File: config.mk
export PLATFORM = sky130hd
export DESIGN_NAME = gate_bist
export DESIGN_NICKNAME = d
export VERILOG_FILES = /design/src/rtl/gate_bist.sv
export SDC_FILE = /design/constraint.sdc
export NUM_CORES = 1
export LEC_CHECK = 0
export BUFFER_PORTS_ARGS = -buffer_cell sky130_fd_sc_hd__buf_2
export CAP_MARGIN = 10
export CORE_MARGIN = 4
export CORE_UTILIZATION = 45
export CTS_CLUSTER_SIZE = 16
export DETAILED_ROUTE_END_ITERATION = 6
export GPL_TIMING_DRIVEN = 0
export MAX_ROUTING_LAYER = met4
export PLACE_DENSITY = 0.72
export SLEW_MARGIN = 40
export SYNTH_ARGS = -nofsm -noshare
export SYNTH_HDL_FRONTEND = slang
export SYNTH_SLANG_ARGS = --single-unit
File: constraint.sdc
create_clock -name clk -period 2.9 [get_ports clk]
set_clock_uncertainty 0.15 [all_clocks]
set_input_delay 0.725 -clock clk [delete_from_list [all_inputs] [get_ports clk]]
set_output_delay 0.725 -clock clk [all_outputs]
set_load 0.03 [all_outputs]
File: src/rtl/gate_bist.sv
// Exhaustive self-test sweeper for a small N-input combinational gate.
// Drives every input vector, holds it SETTLE+1 cycles, compares against a reference.
module gate_bist #(
    parameter int N_IN   = 2,
    parameter int SETTLE = 1
) (
    input  logic            clk,
    input  logic            rst_n,
    input  logic            start,
    input  logic            abort,
    input  logic [2:0]      mode,
    output logic [N_IN-1:0] dut_in,
    input  logic            dut_out,
    output logic            busy,
    output logic            done,
    output logic            pass,
    output logic            mode_err,
    output logic [N_IN:0]   err_count,
    output logic [N_IN-1:0] first_fail_vec,
    output logic            first_fail_valid
);

    typedef enum logic [1:0] {IDLE, RUN, DONE} state_t;

    localparam logic [N_IN-1:0] LAST = '1;
    localparam logic [3:0]      SET  = 4'(SETTLE);

    state_t     state;
    logic [2:0] mode_q;
    logic [3:0] cnt;
    logic       expected;
    logic       miss;

    always_comb begin
        expected = 1'b0;
        case (mode_q)
            3'd0:    expected = &dut_in;
            3'd1:    expected = |dut_in;
            3'd2:    expected = ~&dut_in;
            3'd3:    expected = ~|dut_in;
            3'd4:    expected = ^dut_in;
            3'd5:    expected = ~^dut_in;
            default: expected = 1'b0;
        endcase
        miss = (dut_out != expected);
    end

    // dut_in doubles as the sweep vector counter
    always_ff @(posedge clk or negedge rst_n) begin
        if (!rst_n) begin
            state            <= IDLE;
            mode_q           <= '0;
            cnt              <= '0;
            dut_in           <= '0;
            busy             <= 1'b0;
            done             <= 1'b0;
            pass             <= 1'b0;
            mode_err         <= 1'b0;
            err_count        <= '0;
            first_fail_vec   <= '0;
            first_fail_valid <= 1'b0;
        end else begin
            case (state)
                IDLE, DONE: begin
                    if (start) begin
                        err_count        <= '0;
                        first_fail_vec   <= '0;
                        first_fail_valid <= 1'b0;
                        pass             <= 1'b0;
                        dut_in           <= '0;
                        cnt              <= SET;
                        if (mode >= 3'd6) begin
                            mode_err <= 1'b1;
                            done     <= 1'b1;
                            busy     <= 1'b0;
                            state    <= DONE;
                        end else begin
                            mode_q   <= mode;
                            mode_err <= 1'b0;
                            done     <= 1'b0;
                            busy     <= 1'b1;
                            state    <= RUN;
                        end
                    end
                end
                RUN: begin
                    if (abort) begin
                        state  <= IDLE;
                        busy   <= 1'b0;
                        done   <= 1'b0;
                        pass   <= 1'b0;
                        dut_in <= '0;
                    end else if (cnt != 4'd0) begin
                        cnt <= cnt - 4'd1;
                    end else begin
                        if (miss) begin
                            err_count <= err_count + 1'b1;
                            if (!first_fail_valid) begin
                                first_fail_vec   <= dut_in;
                                first_fail_valid <= 1'b1;
                            end
                        end
                        if (dut_in == LAST) begin
                            busy  <= 1'b0;
                            done  <= 1'b1;
                            pass  <= (err_count == '0) && !miss;
                            state <= DONE;
                        end else begin
                            dut_in <= dut_in + 1'b1;
                            cnt    <= SET;
                        end
                    end
                end
                default: state <= IDLE;
            endcase
        end
    end

endmodule
# Yosys cells after proc, flatten, opt, wreduce, memory -nomap -nowiden
# Cells that the tools add are included.
[classes]
eq_ne = 18
add_sub_neg = 3
order_cmp = 1
n_bitwise = 1
reduce_logical = 22
muxes = 48
[op_table]
columns = ["cell", "n"]
rows = [
  ["2-bit two-way mux", 13],
  ["1-bit two-way mux", 17],
  ["4-bit two-way mux", 4],
  ["3-bit two-way mux", 4],
  ["3-bit != test (second input constant)", 4],
  ["2-bit case mux with 2 select lines", 3],
  ["4-bit AND reduction", 3],
  ["2-bit != test (second input constant)", 5],
  ["1-bit case mux with 2 select lines", 4],
  ["4-bit case mux with 2 select lines", 1],
  ["3-bit by 2-bit == test with 1-bit output (second input constant)", 2],
  ["3-bit == test (second input constant)", 2],
  ["3-bit logical NOT", 2],
  ["1-bit case mux with 6 select lines", 1],
  ["3-bit case mux with 2 select lines", 1],
  ["3-bit AND reduction", 2],
  ["6-bit AND reduction", 1],
  ["5-bit AND reduction", 1],
  ["2-bit == test (second input constant)", 2],
  ["2-bit AND reduction", 2],
  ["4-bit nonzero test", 1],
  ["2-bit OR reduction", 2],
  ["4-bit by 1-bit subtractor with 4-bit output (second input constant)", 1],
  ["3-bit by 1-bit adder with 3-bit output (second input constant)", 1],
  ["12 further kinds", 14],
]
[totals]
reg_bits = 21
wordCells = 104
output_inout_bits = 12
input_bits = 8

# Logic depth before layout (Yosys ltp)
# Gate-level depths: netlist (run 1).
[logic_depth]
word_depth = 10
ltp_mapped = 7
ltp_nobuf = 7

# Worst setup path before layout (run 1)
# No wires, ideal clock.
[synth_path]
path_type = "reg2reg"
startpoint = "reg dut_in[0]"
endpoint = "reg err_count[2]"
arrival_time_ps = 2037
path_buffers = 0
synth_period_minus_slack_ps = 2307
setup_ps = 120
path_stages_with_launch = 8
required_time_ps = 2630
setup_slack_ps = 593
cell_sequence = "dfrtp_1 > inv_1 > ha_1 > xnor2_1 > mux2i_1 > nor4b_4 > a31oi_1 > a41o_1"
[synth_via]
elab_chain_len = 6
word_cells_on_any_way = 10
classes_between = "2 x eq/ne; 1 x mux; 7 x reduce/logical"
[synth_lines]
columns = ["item", "line", "text"]
rows = [
  ["start: declaration", "12", "output logic [N_IN-1:0] dut_in,"],
  ["start signal: assignment", "109", "dut_in <= dut_in + 1'b1;"],
  ["2-bit OR reduction or 2-bit AND reduction (tied branches)", "-", ""],
  ["1-bit logical NOT (on tied branches)", "40, 39", ""],
  ["1-bit case mux with 6 select lines *", "36", "case (mode_q)"],
  ["1-bit != test *", "45", "miss = (dut_out != expected);"],
  ["2-bit != test (no source line) *", "-", ""],
  ["5-bit AND reduction (no source line) *", "-", ""],
  ["end signal: assignment", "97", "err_count <= err_count + 1'b1;"],
  ["end: declaration", "18", "output logic [N_IN:0] err_count,"],
]
# Every way passes the cells marked *; elsewhere a longest branch is shown, timed or not.
# A chain may end at the register's enable or synchronous reset.

# Final worst setup path (run 1)
# Ends and elaborated chain as after synthesis.

==> results.md, run 1 <==
* Status: complete, no violations
* DIE AREA at 3480 µm²
* Routability cong. at 0.828
* TritonCTS buffer count at 3
* Crit path from: dut_in[0]
* Tcrit/Tclk final at 0.814
* R2R depth at 7
* Hold Fails Final Rpt at 0
* DRC Markers at 0
* Final setup violation count at 0
* WHS at roughly 0.20 ns
* Area leader, netlist: dfrtp_1
* Fmax at 424 MHz
* TritonRoute pass-1 iters at 5
* Syn Std Cell Area at 1170 µm²
* Postcts setup bufs at 0
* Total gr overflow at 0
* Largest net degree at the start of global routing at 22
* Maxcap violations at 0
* Synthesis Warnings at 0
* Worst slew pin tran at 0.535 ns
* Fin nets at 161
* Initial Util at 0.472
* DP HPWL at approximately 1900 µm
* Post-DP Area at around 1300 µm²
* Quantity of hold-fixing buffers added after cts at 0
* Die Wd at 59.0 µm
* Fin. max-slew vios at 0
* Relative slew slack at 0.642
* CP Capture Type: register
* Vias in the first global route at 945
* Fillers at 247
* Clock root buffer: clkbuf_4
* Post-synthesis register bit count at 21
* Critical Path AT at 2.42 ns
* Max H-tree Level at 1
* Total clock sinks at 21
* Clock Pin Slew Worst Setup and Hold Paths at 0.12 ns
* I/O Pins at 20
* Reg2reg start: dut_in[0]
* Critical Path End: err_count[2]
* Die Y at slightly below 60 µm
* Worst-skew pair later-pin latency at between 0.3 and 0.4 ns
* PwrDens at roughly 760 nW/µm²
* Routed Antenna Nets at 0
* Crit path max fanout at 9
* Prevailing post-synth register cell: dfrtp_1
* R2r setup slk at 0.54 ns
* Dpl cells at 173
* Fin worst setup slack at 0.539 ns
* Cell area after layout at 1330 µm²
* Post-synth ARST share at 1.00
* CTS tree: done
* Routed vias/inst at 5.51
* PostCTS Resize Cnt at 0
* Post-synth EDFFs at 0
* Final WL at 2510 µm
* Number of port buffers at 19
* Top-area cell type share of the netlist area at 0.449
* Syn_area_per_cell at between 9 and 10 µm²
* First-pass GRT wire length at between 4000 and 5000 µm
* Via Count at 975
* HP Class: in -> async
* Mapped Nets at 137
* Initial antenna violation count at 0
* Setup_tns at 0 ns
* Drt first-iter violations at 34
* Leakage at 0.660 nW
* # rows at 18
* Synth unique cells at 37
* Max Buffers Root-to-Sink at 2
* Layout cell share with drive strength beyond 1 at 0.197
* Non-Filler Instances at 177
* CP Launch Type: register
* Core area at 2480 µm²
* Pre-CTS setup slack at 0.375 ns
* Synth top area cells: dfrtp_1 (45%), ha_1 (5.3%), nand2_1 (5.1%)
* WL per Instance at approximately 14 µm
* Critical path type: reg -> reg
* Syn Inst Count at 124
* Sequential area share after synthesis at 0.449
* Layout Area Growth over Synthesis at 14.0%
* Critical path required time at 2.95 ns
* RSZ-0062 raised after global routing: false
* Number of diodes at 0
* VDD IR max at 0.342 mV
* Tmin final at 2.36 ns
* Total GRT Usage at 0.165
* R2R Path End: err_count[2]
-- synth_stat cells, types with 2 or more instances --
cell type  instances
o22ai_1            2
a31oi_1            2
nor3_1             3
a31o_1             2
a32o_1             3
mux2_2             2
inv_1              8
dfrtp_1           21
clkbuf_1           2
o21ai_0            6
nand3b_1           2
nor3b_1            2
a21oi_1            6
and2_1             2
nor2b_1            3
nor2_1            14
nand2b_1           4
mux2i_1            2
nand2_1           16
ha_1               5
-- cell families after synthesis --
group | count (synthesis) | synth area share
adders and majority gates | 5 | 0.0535
DFF | 21 | 0.449
and+or+nand+nor | 53 | 0.243
muxes | 4 | 0.0364
buffers and inverters | 11 | 0.0364
AOI/OAI and AO/OA | 29 | 0.174
xor gates and xnor gates | 1 | 0.00749
-- registers in the layout (all words and copies together), names as in the netlist --
name,cells
dut_in,2
busy,1
first_fail_vec,2
cnt,4
state,2
first_fail_valid,1
pass,1
err_count,3
done,1
mode_err,1
mode_q,3
-- final cells by class --
class / instances / area [µm²] / share of cell area
clock buffers: 4 / 26.3 / 0.0197
well taps: 30 / 37.5 / 0.0281
plain buffers: 3 / 12.5 / 0.00938
repair buffers: 19 / 95.1 / 0.0713
flip-flops and latches: 21 / 526 / 0.394
inverters: 8 / 30.0 / 0.0225
multi-input cells: 92 / 607 / 0.455
-- metal layers --
layer  part of all wire  global-route usage
met5                  0                   -
met4              0.024              0.0453
met3              0.070              0.0370
met2               0.44               0.249
met1               0.46               0.223
-- report_power, final --
group          total, mW  internal (mW)  switching, mW
combinational      0.449          0.170          0.279
sequential         0.414          0.355         0.0588
clock              0.146         0.0537         0.0920
-- layout by cell type (no fill, tap or decap), drive strengths merged, types with 3 or more instances in the layout --
cell type   n
a32o        3
ha          5
clkbuf      6
nand2b      4
dfrtp      21
nand2      16
nor3        3
inv         8
buf        20
nor2b       3
nor2       14
a21oi       6
o21ai       7
-- worst min path at each step --
stage / startpoint / end / slack [ns] / cells after the start
floorplan: rst_n / busy / 0.28 / 0
global placement: busy / busy / 0.31 / 2
detailed placement: busy / busy / 0.32 / 2
CTS: rst_n / first_fail_valid / 0.22 / 1
global route: rst_n / cnt[1] / 0.23 / 1
finish: rst_n / state[0] / 0.20 / 1
-- stage by stage --
step | utilization | power, mW
2_1_floorplan | - | 0.749
3_5_place_dp | 0.526 | 0.871
5_1_grt | 0.538 | 1.08
3_3_place_gp | 0.526 | 0.851
4_1_cts | 0.536 | 1.01
6_report | 0.538 | 1.01
-- worst max-delay path, stage by stage (launching register included) --
cell,delay [ns]
dfrtp_1,0.43
inv_1,0.08
ha_1,0.33
xnor2_1,0.20
mux2i_1,0.13
nor4b_4,0.55
a31oi_1,0.16
a41o_1,0.22
No activity file was read; power rests on OpenSTA's default activity.
==> run 2: changes to the inputs <==
PLACE_DENSITY = 0.75   (was 0.72)
clock period = 2.1 ns   (was 2.9 ns; I/O delays follow)
==> run 2 against run 1 <==
Net effect:
- hold slack got worse by 0.20 ns
- final area increased by 5.3%
- the flow now finishes with violations (hold timing)
- sequential power increased by 39%
- clock power increased by 39%
- first-iteration DRC count decreased by 26%
- global-route usage increased by 0.64 points
- via count increased by 6.2%
- combinational power increased by 64%
- critical path depth decreased by 1
- die area unchanged
- sequential cell count unchanged
- sequential share of layout area decreased by 1.8 points
==> results.md, run 2 (synthesis gave the netlist of run 1 again) <==
* VDD IR max at 0.616 mV (was 0.342 mV)
* Post-layout util at 0.567 (was 0.538)
* Routed vias/inst at 5.72 (was 5.51)
* Hold Fails Final Rpt at 4 (was 0)
* Failing checks: hold timing
* WHS at -0.000660 ns (was 0.202 ns)
* Initial antenna violation count at 0 (unchanged)
* I/O Pins at 20 (unchanged)
* Routability cong. at 0.800 (was 0.828)
* HP Class: in -> async (unchanged)
* DRC Markers at 0 (unchanged)
* Fin. max-slew vios at 0 (unchanged)
* Fmax at 493 MHz (was 424 MHz)
* Clock root buffer: clkbuf_4 (unchanged)
* Critical path type: reg -> reg (unchanged)
* CP Capture Type: register (unchanged)
* Status: finished with violations (was complete, no violations)
* Crit path max fanout at 8 (was 9)
* Maxcap violations at 0 (unchanged)
* Layout cell share with drive strength beyond 1 at 0.285 (was 0.197)
* Reg2reg start: mode_q[1] (was dut_in[0])
* First-pass GRT wire length at 4460 µm (was 4300 µm)
* Die Y at 59.0 µm (unchanged)
* Max H-tree Level at 1 (unchanged)
* Crit path cell chain: or3b_1 > a211oi_2 > nor4b_4 > buf_6 > buf_4 > a32o_1 (was inv_1 > ha_1 > xnor2_1 > mux2i_1 > nor4b_4 > a31oi_1 > a41o_1)
* Vias in the first global route at 994 (was 945)
* Quantity of hold-fixing buffers added after cts at 0 (unchanged)
* Leakage at 0.684 nW (was 0.660 nW)
* Uppermost routed layer: met4 (unchanged)
* CP max stage delay at 0.46 ns (was 0.55 ns)
* Via Count at 1035 (was 975)
* Critical Path AT at 2.09 ns (was 2.42 ns)
* Routed Antenna Nets at 0 (unchanged)
* Drt first-iter violations at 25 (was 34)
* Worst-skew pair later-pin latency at 0.31 ns (about the same)
* Core area at 2480 µm² (unchanged)
* Total gr overflow at 0 (unchanged)
* Most flop-heavy register: cnt (unchanged)
* WL per Instance at 14.8 µm (was 14.2 µm)
* Fin nets at 165 (was 161)
* PwrDens at 1080 nW/µm² (was 756 nW/µm²)
* Largest net degree at the start of global routing at 22 (unchanged)
* Die Wd at 59.0 µm (unchanged)
* Crit path from: mode_q[1] (was dut_in[0])
* CP Launch Type: register (unchanged)
* Initial Util at 0.472 (unchanged)
* Tcrit/Tclk final at 0.966 (was 0.814)
* Clock Pin Slew Worst Setup and Hold Paths at 0.12 ns (about the same)
* TritonRoute pass-1 iters at 4 (was 5)
* Tot Pwr at 1.51 mW (was 1.01 mW)
* CTS tree: done (unchanged)
* Crit-path slowest cell: dfrtp_1 (was nor4b_4)
* M1 WL at 1240 µm (was 1170 µm)
* Worst slew pin tran at 0.529 ns (was 0.535 ns)
* RSZ-0062 raised after global routing: false (unchanged)
* Relative slew slack at 0.646 (was 0.642)
* # rows at 18 (unchanged)
* Crit path max-delay family: compound AO/OA/AOI/OAI gates (was simple AND/OR/NAND/NOR gates)
* Number of diodes at 0 (unchanged)
* Largest regs: cnt (4), err_count (3), mode_q (3) (unchanged)
* TritonCTS buffer count at 3 (unchanged)
* Number of port buffers at 19 (unchanged)
* Layout Area Growth over Synthesis at 20.0% (was 14.0%)
* Tmin final at 2.03 ns (was 2.36 ns)
* Most frequent cells in the layout: buf_2 (20), dfrtp_1 (19), nand2_1 (16), nor2_1 (13) (was dfrtp_1 (21), buf_2 (20), nand2_1 (16), nor2_1 (14), inv_1 (8))
* Final setup violation count at 0 (unchanged)
* Critical path required time at 2.16 ns (was 2.95 ns)
* DP HPWL at 1940 µm (was 1900 µm)
* Total GRT Usage at 0.171 (was 0.165)
* Final WL at 2670 µm (was 2510 µm)
* Max FFs per register at 4 (unchanged)
* Max Buffers Root-to-Sink at 2 (unchanged)
* Total clock sinks at 21 (unchanged)
* DIE AREA at 3480 µm² (unchanged)
* Met3 WL post-DR at 86 µm (was 176 µm)
* Most common cell after layout, fill and taps aside: buf_2 (was dfrtp_1)
* Worst path buffer plus inverter count at 2 (was 1)
* DR WL met2 at 1310 µm (was 1110 µm)
* R2r setup slk at 0.07 ns (was 0.54 ns)
run 2: changes by cell type in the layout (fill, tap and decap cells not counted), sizes merged:
cell / delta
buf: +4
run 2: worst paths after layout:
| path | end | cells past startpoint |
|---|---|---|
| worst min register to register | mode_err | 2 |
| min in group clk | mode_q[0] | 2 |
| worst max register to register | err_count[1] | 6 |
| max in group asynchronous | dut_in[0] | 1 |
| worst min-delay path | state[1] | 1 |
| worst max-delay path | err_count[1] | 6 |
run 2: metrics by stage:
stage | setup slack (ns) | TNS [ns] | std cells | cell area, µm²
2_1_floorplan | 0.00907 | 0 | 124 | 1170
3_3_place_gp | -0.158 | -0.567 | 173 | 1310
3_5_place_dp | -0.228 | -0.869 | 173 | 1310
4_1_cts | 0.00896 | 0 | 180 | 1370
5_1_grt | 0.00202 | 0 | 181 | 1400
6_report | 0.0722 | 0 | 181 | 1400
run 2: cell type report:
type	instances	area (µm²)
Fill cell	246	1070
Multi-Input combinational cell	92	641
Sequential cell	21	528
Timing Repair Buffer	23	129
Tap cell	30	37.5
Inverter	8	30.0
Clock buffer	4	26.3
Buffer	3	12.5
run 2: metal layers:
layer,GRT usage,vias to the layer above
met5,-,-
met4,0.0550,0
met3,0.0196,5
met2,0.270,19
met1,0.231,518
li1,-,493
run 2: worst register-to-register path: cells and delay by family, from the launching register on:
family,cells,cell delay (ns)
AOI/OAI and AO/OA,2,0.55
buffers and inverters,2,0.27
DFF,1,0.46
and+or+nand+nor,2,0.49
run 2: repair_timing:
action,4_1_cts,5_1_grt
gates resized for setup,4,3
buffers inserted,3,1
pin swaps,1,1
setup endpoints to repair,6,5
run 2: where the power goes:
part           internal, mW  total (mW)  switching, mW
combinational         0.311       0.735          0.424
sequential            0.493       0.577         0.0840
clock                0.0743       0.203          0.129
total                 0.878        1.51          0.637
==> run 3: changes to the inputs <==
ABC_CLOCK_PERIOD_IN_PS = 2100   (was not set)
PLACE_DENSITY = 0.67   (was 0.75)
==> run 3 against run 2 <==
Net effect:
- largest cell class unchanged
- fmax about the same
- via count fell by 1.6%
- power increased by 2.5%
- sequential cell count is the same
- the flow still finishes with violations (hold timing)
==> results.md, run 3 (synthesis gave the netlist of run 1 again) <==
* Layout Area Growth over Synthesis at 21.6% (was 20.0%)
* Final WL at 2630 µm (was 2670 µm)
* Most frequent cells in the layout: buf_2 (20), dfrtp_1 (17), nand2_1 (16), nor2_1 (13) (was buf_2 (20), dfrtp_1 (19), nand2_1 (16), nor2_1 (13))
* Drt first-iter violations at 23 (was 25)
* Maxcap violations at 0 (unchanged)
* Worst path buffer plus inverter count at 1 (was 2)
* DRC Markers at 0 (unchanged)
* Crit path max-delay family: simple AND/OR/NAND/NOR gates (was compound AO/OA/AOI/OAI gates)
* Total gr overflow at 0 (unchanged)
* Die Y at 59.0 µm (unchanged)
* Tcrit/Tclk final at 0.966 (about the same)
* Routed vias/inst at 5.59 (was 5.72)
* Max FFs per register at 4 (unchanged)
* Fmax at 493 MHz (about the same)
* Crit path max fanout at 8 (unchanged)
* Initial Util at 0.472 (unchanged)
* Via Count at 1018 (was 1035)
* Total clock sinks at 21 (unchanged)
* CP Launch Type: register (unchanged)
* Routability cong. at 0.865 (was 0.800)
* Crit-path slowest cell: dfrtp_2 (was dfrtp_1)
* Switching Share at 0.421 (was 0.420)
* Layout cell share with drive strength beyond 1 at 0.309 (was 0.285)
* Tmin final at 2.03 ns (about the same)
* Crit path cell chain: or3b_1 > a211oi_2 > nor4b_4 > buf_4 > and2_1 > a31o_1 (was or3b_1 > a211oi_2 > nor4b_4 > buf_6 > buf_4 > a32o_1)
* Cell internal pwr at 0.900 mW (was 0.878 mW)
* Reg2reg start: mode_q[1] (unchanged)
* Relative slew slack at 0.660 (was 0.646)
* DP HPWL at 1880 µm (was 1940 µm)
* Clock root buffer: clkbuf_4 (unchanged)
* R2r setup slk at 0.07 ns (about the same)
* Fin worst setup slack at 0.0709 ns (was 0.0722 ns)
* Failing checks: hold timing (unchanged)
* Number of port buffers at 19 (unchanged)
* Leakage at 0.689 nW (was 0.684 nW)
* I/O Pins at 20 (unchanged)
* WL per Instance at 14.5 µm (was 14.8 µm)
* Crit path from: mode_q[1] (unchanged)
* Switching power at 0.653 mW (was 0.637 mW)
* Clock power frac at 0.135 (was 0.134)
* Die Wd at 59.0 µm (unchanged)
* Most flop-heavy register: cnt (unchanged)
* Fin nets at 166 (was 165)
* First-pass GRT wire length at 4630 µm (was 4460 µm)
* PwrDens at 1090 nW/µm² (was 1080 nW/µm²)
* Max H-tree Level at 1 (unchanged)
* Largest net degree at the start of global routing at 22 (unchanged)
* Fin. max-slew vios at 0 (unchanged)
* Largest regs: cnt (4), err_count (3), mode_q (3) (unchanged)
* CTS tree: done (unchanged)
* Quantity of hold-fixing buffers added after cts at 0 (unchanged)
* Worst-skew pair later-pin latency at 0.32 ns (was 0.31 ns)
* Setup_tns at 0 ns (unchanged)
* Worst slew pin tran at 0.508 ns (was 0.529 ns)
* DIE AREA at 3480 µm² (unchanged)
* Sequential share of power at 0.374 (was 0.381)
* R2R Path End: first_fail_vec[0] (was err_count[1])
* Total GRT Usage at 0.176 (was 0.171)
* CP max stage delay at 0.47 ns (was 0.46 ns)
* Vias in the first global route at 1053 (was 994)
* Max Buffers Root-to-Sink at 2 (unchanged)
* Critical path required time at 2.17 ns (was 2.16 ns)
* TritonCTS buffer count at 3 (unchanged)
* Combinational group share of total power at 0.491 (was 0.485)
* WHS at -0.0164 ns (was -0.000660 ns)
* Critical Path AT at 2.09 ns (about the same)
* Hold Fails Final Rpt at 14 (was 4)
* Initial antenna violation count at 0 (unchanged)
* VDD IR max at 0.584 mV (was 0.616 mV)
* CP Capture Type: register (unchanged)
* Number of diodes at 0 (unchanged)
* Clock Pin Slew Worst Setup and Hold Paths at 0.13 ns (was 0.12 ns)
* Pre-CTS setup slack at -0.154 ns (was -0.228 ns)
* Critical path type: reg -> reg (unchanged)
* Most common cell after layout, fill and taps aside: buf_2 (unchanged)
* Routed Antenna Nets at 0 (unchanged)
* Final setup violation count at 0 (unchanged)
* R2R depth at 6 (unchanged)
* HP Class: in -> async (unchanged)
* Core area at 2480 µm² (unchanged)
* TritonRoute pass-1 iters at 4 (unchanged)
* Status: finished with violations (unchanged)
* # rows at 18 (unchanged)
-- run 3: worst max-delay path by stage --
stage / endpoint / slack [ns] / cells past startpoint
final: first_fail_vec[0] / 0.07 / 6
after global routing: first_fail_vec[0] / -0.0003 / 6
after CTS: err_count[1] / 0.04 / 8
after detailed placement: err_count[0] / -0.15 / 6
after global placement: err_count[0] / -0.14 / 6
after floorplan: err_count[2] / 0.009 / 7
-- run 3: final cells by class --
class	count	area, µm²
plain buffers	3	12.5
clock buffers	3	22.5
clock inverters	1	5.00
fillers	241	1050
inverters	8	30.0
multi-input cells	92	652
flip-flops and latches	21	531
well taps	30	37.5
repair buffers	24	133
-- run 3: routing by layer --
layer	vias to the layer above	share of wire	GRT usage
li1	490	-	-
met2	18	0.49	0.281
met3	5	0.039	0.0218
met1	505	0.46	0.231
met4	0	0.016	0.0615
met5	-	0	-
-- run 3: power groups by stage --
stage          Combinational [mW]  Clock [mW]  Sequential [mW]
2_1_floorplan               0.365           0            0.672
3_3_place_gp                0.604           0            0.579
3_5_place_dp                0.620           0            0.586
4_1_cts                     0.716       0.213            0.575
5_1_grt                     0.830       0.232            0.598
6_report                    0.762       0.210            0.581
-- run 3: timing repair --
| action | CTS | global route |
|---|---|---|
| buffers inserted | 3 | 3 |
| gates resized for setup | 4 | 5 |
| pin swaps | 1 | 1 |
| setup endpoints to repair | 6 | 6 |
-- run 3: metrics by stage --
stage,power [mW],area [µm²],hold slack (ns),cells,utilization
floorplan,1.04,1170,0.0794,124,-
CTS,1.50,1380,0.00890,180,0.559
finish,1.55,1420,-0.0164,182,0.574
detailed placement,1.21,1310,0.326,173,0.527
global placement,1.18,1310,0.306,173,0.527
global route,1.66,1420,0.0137,182,0.574
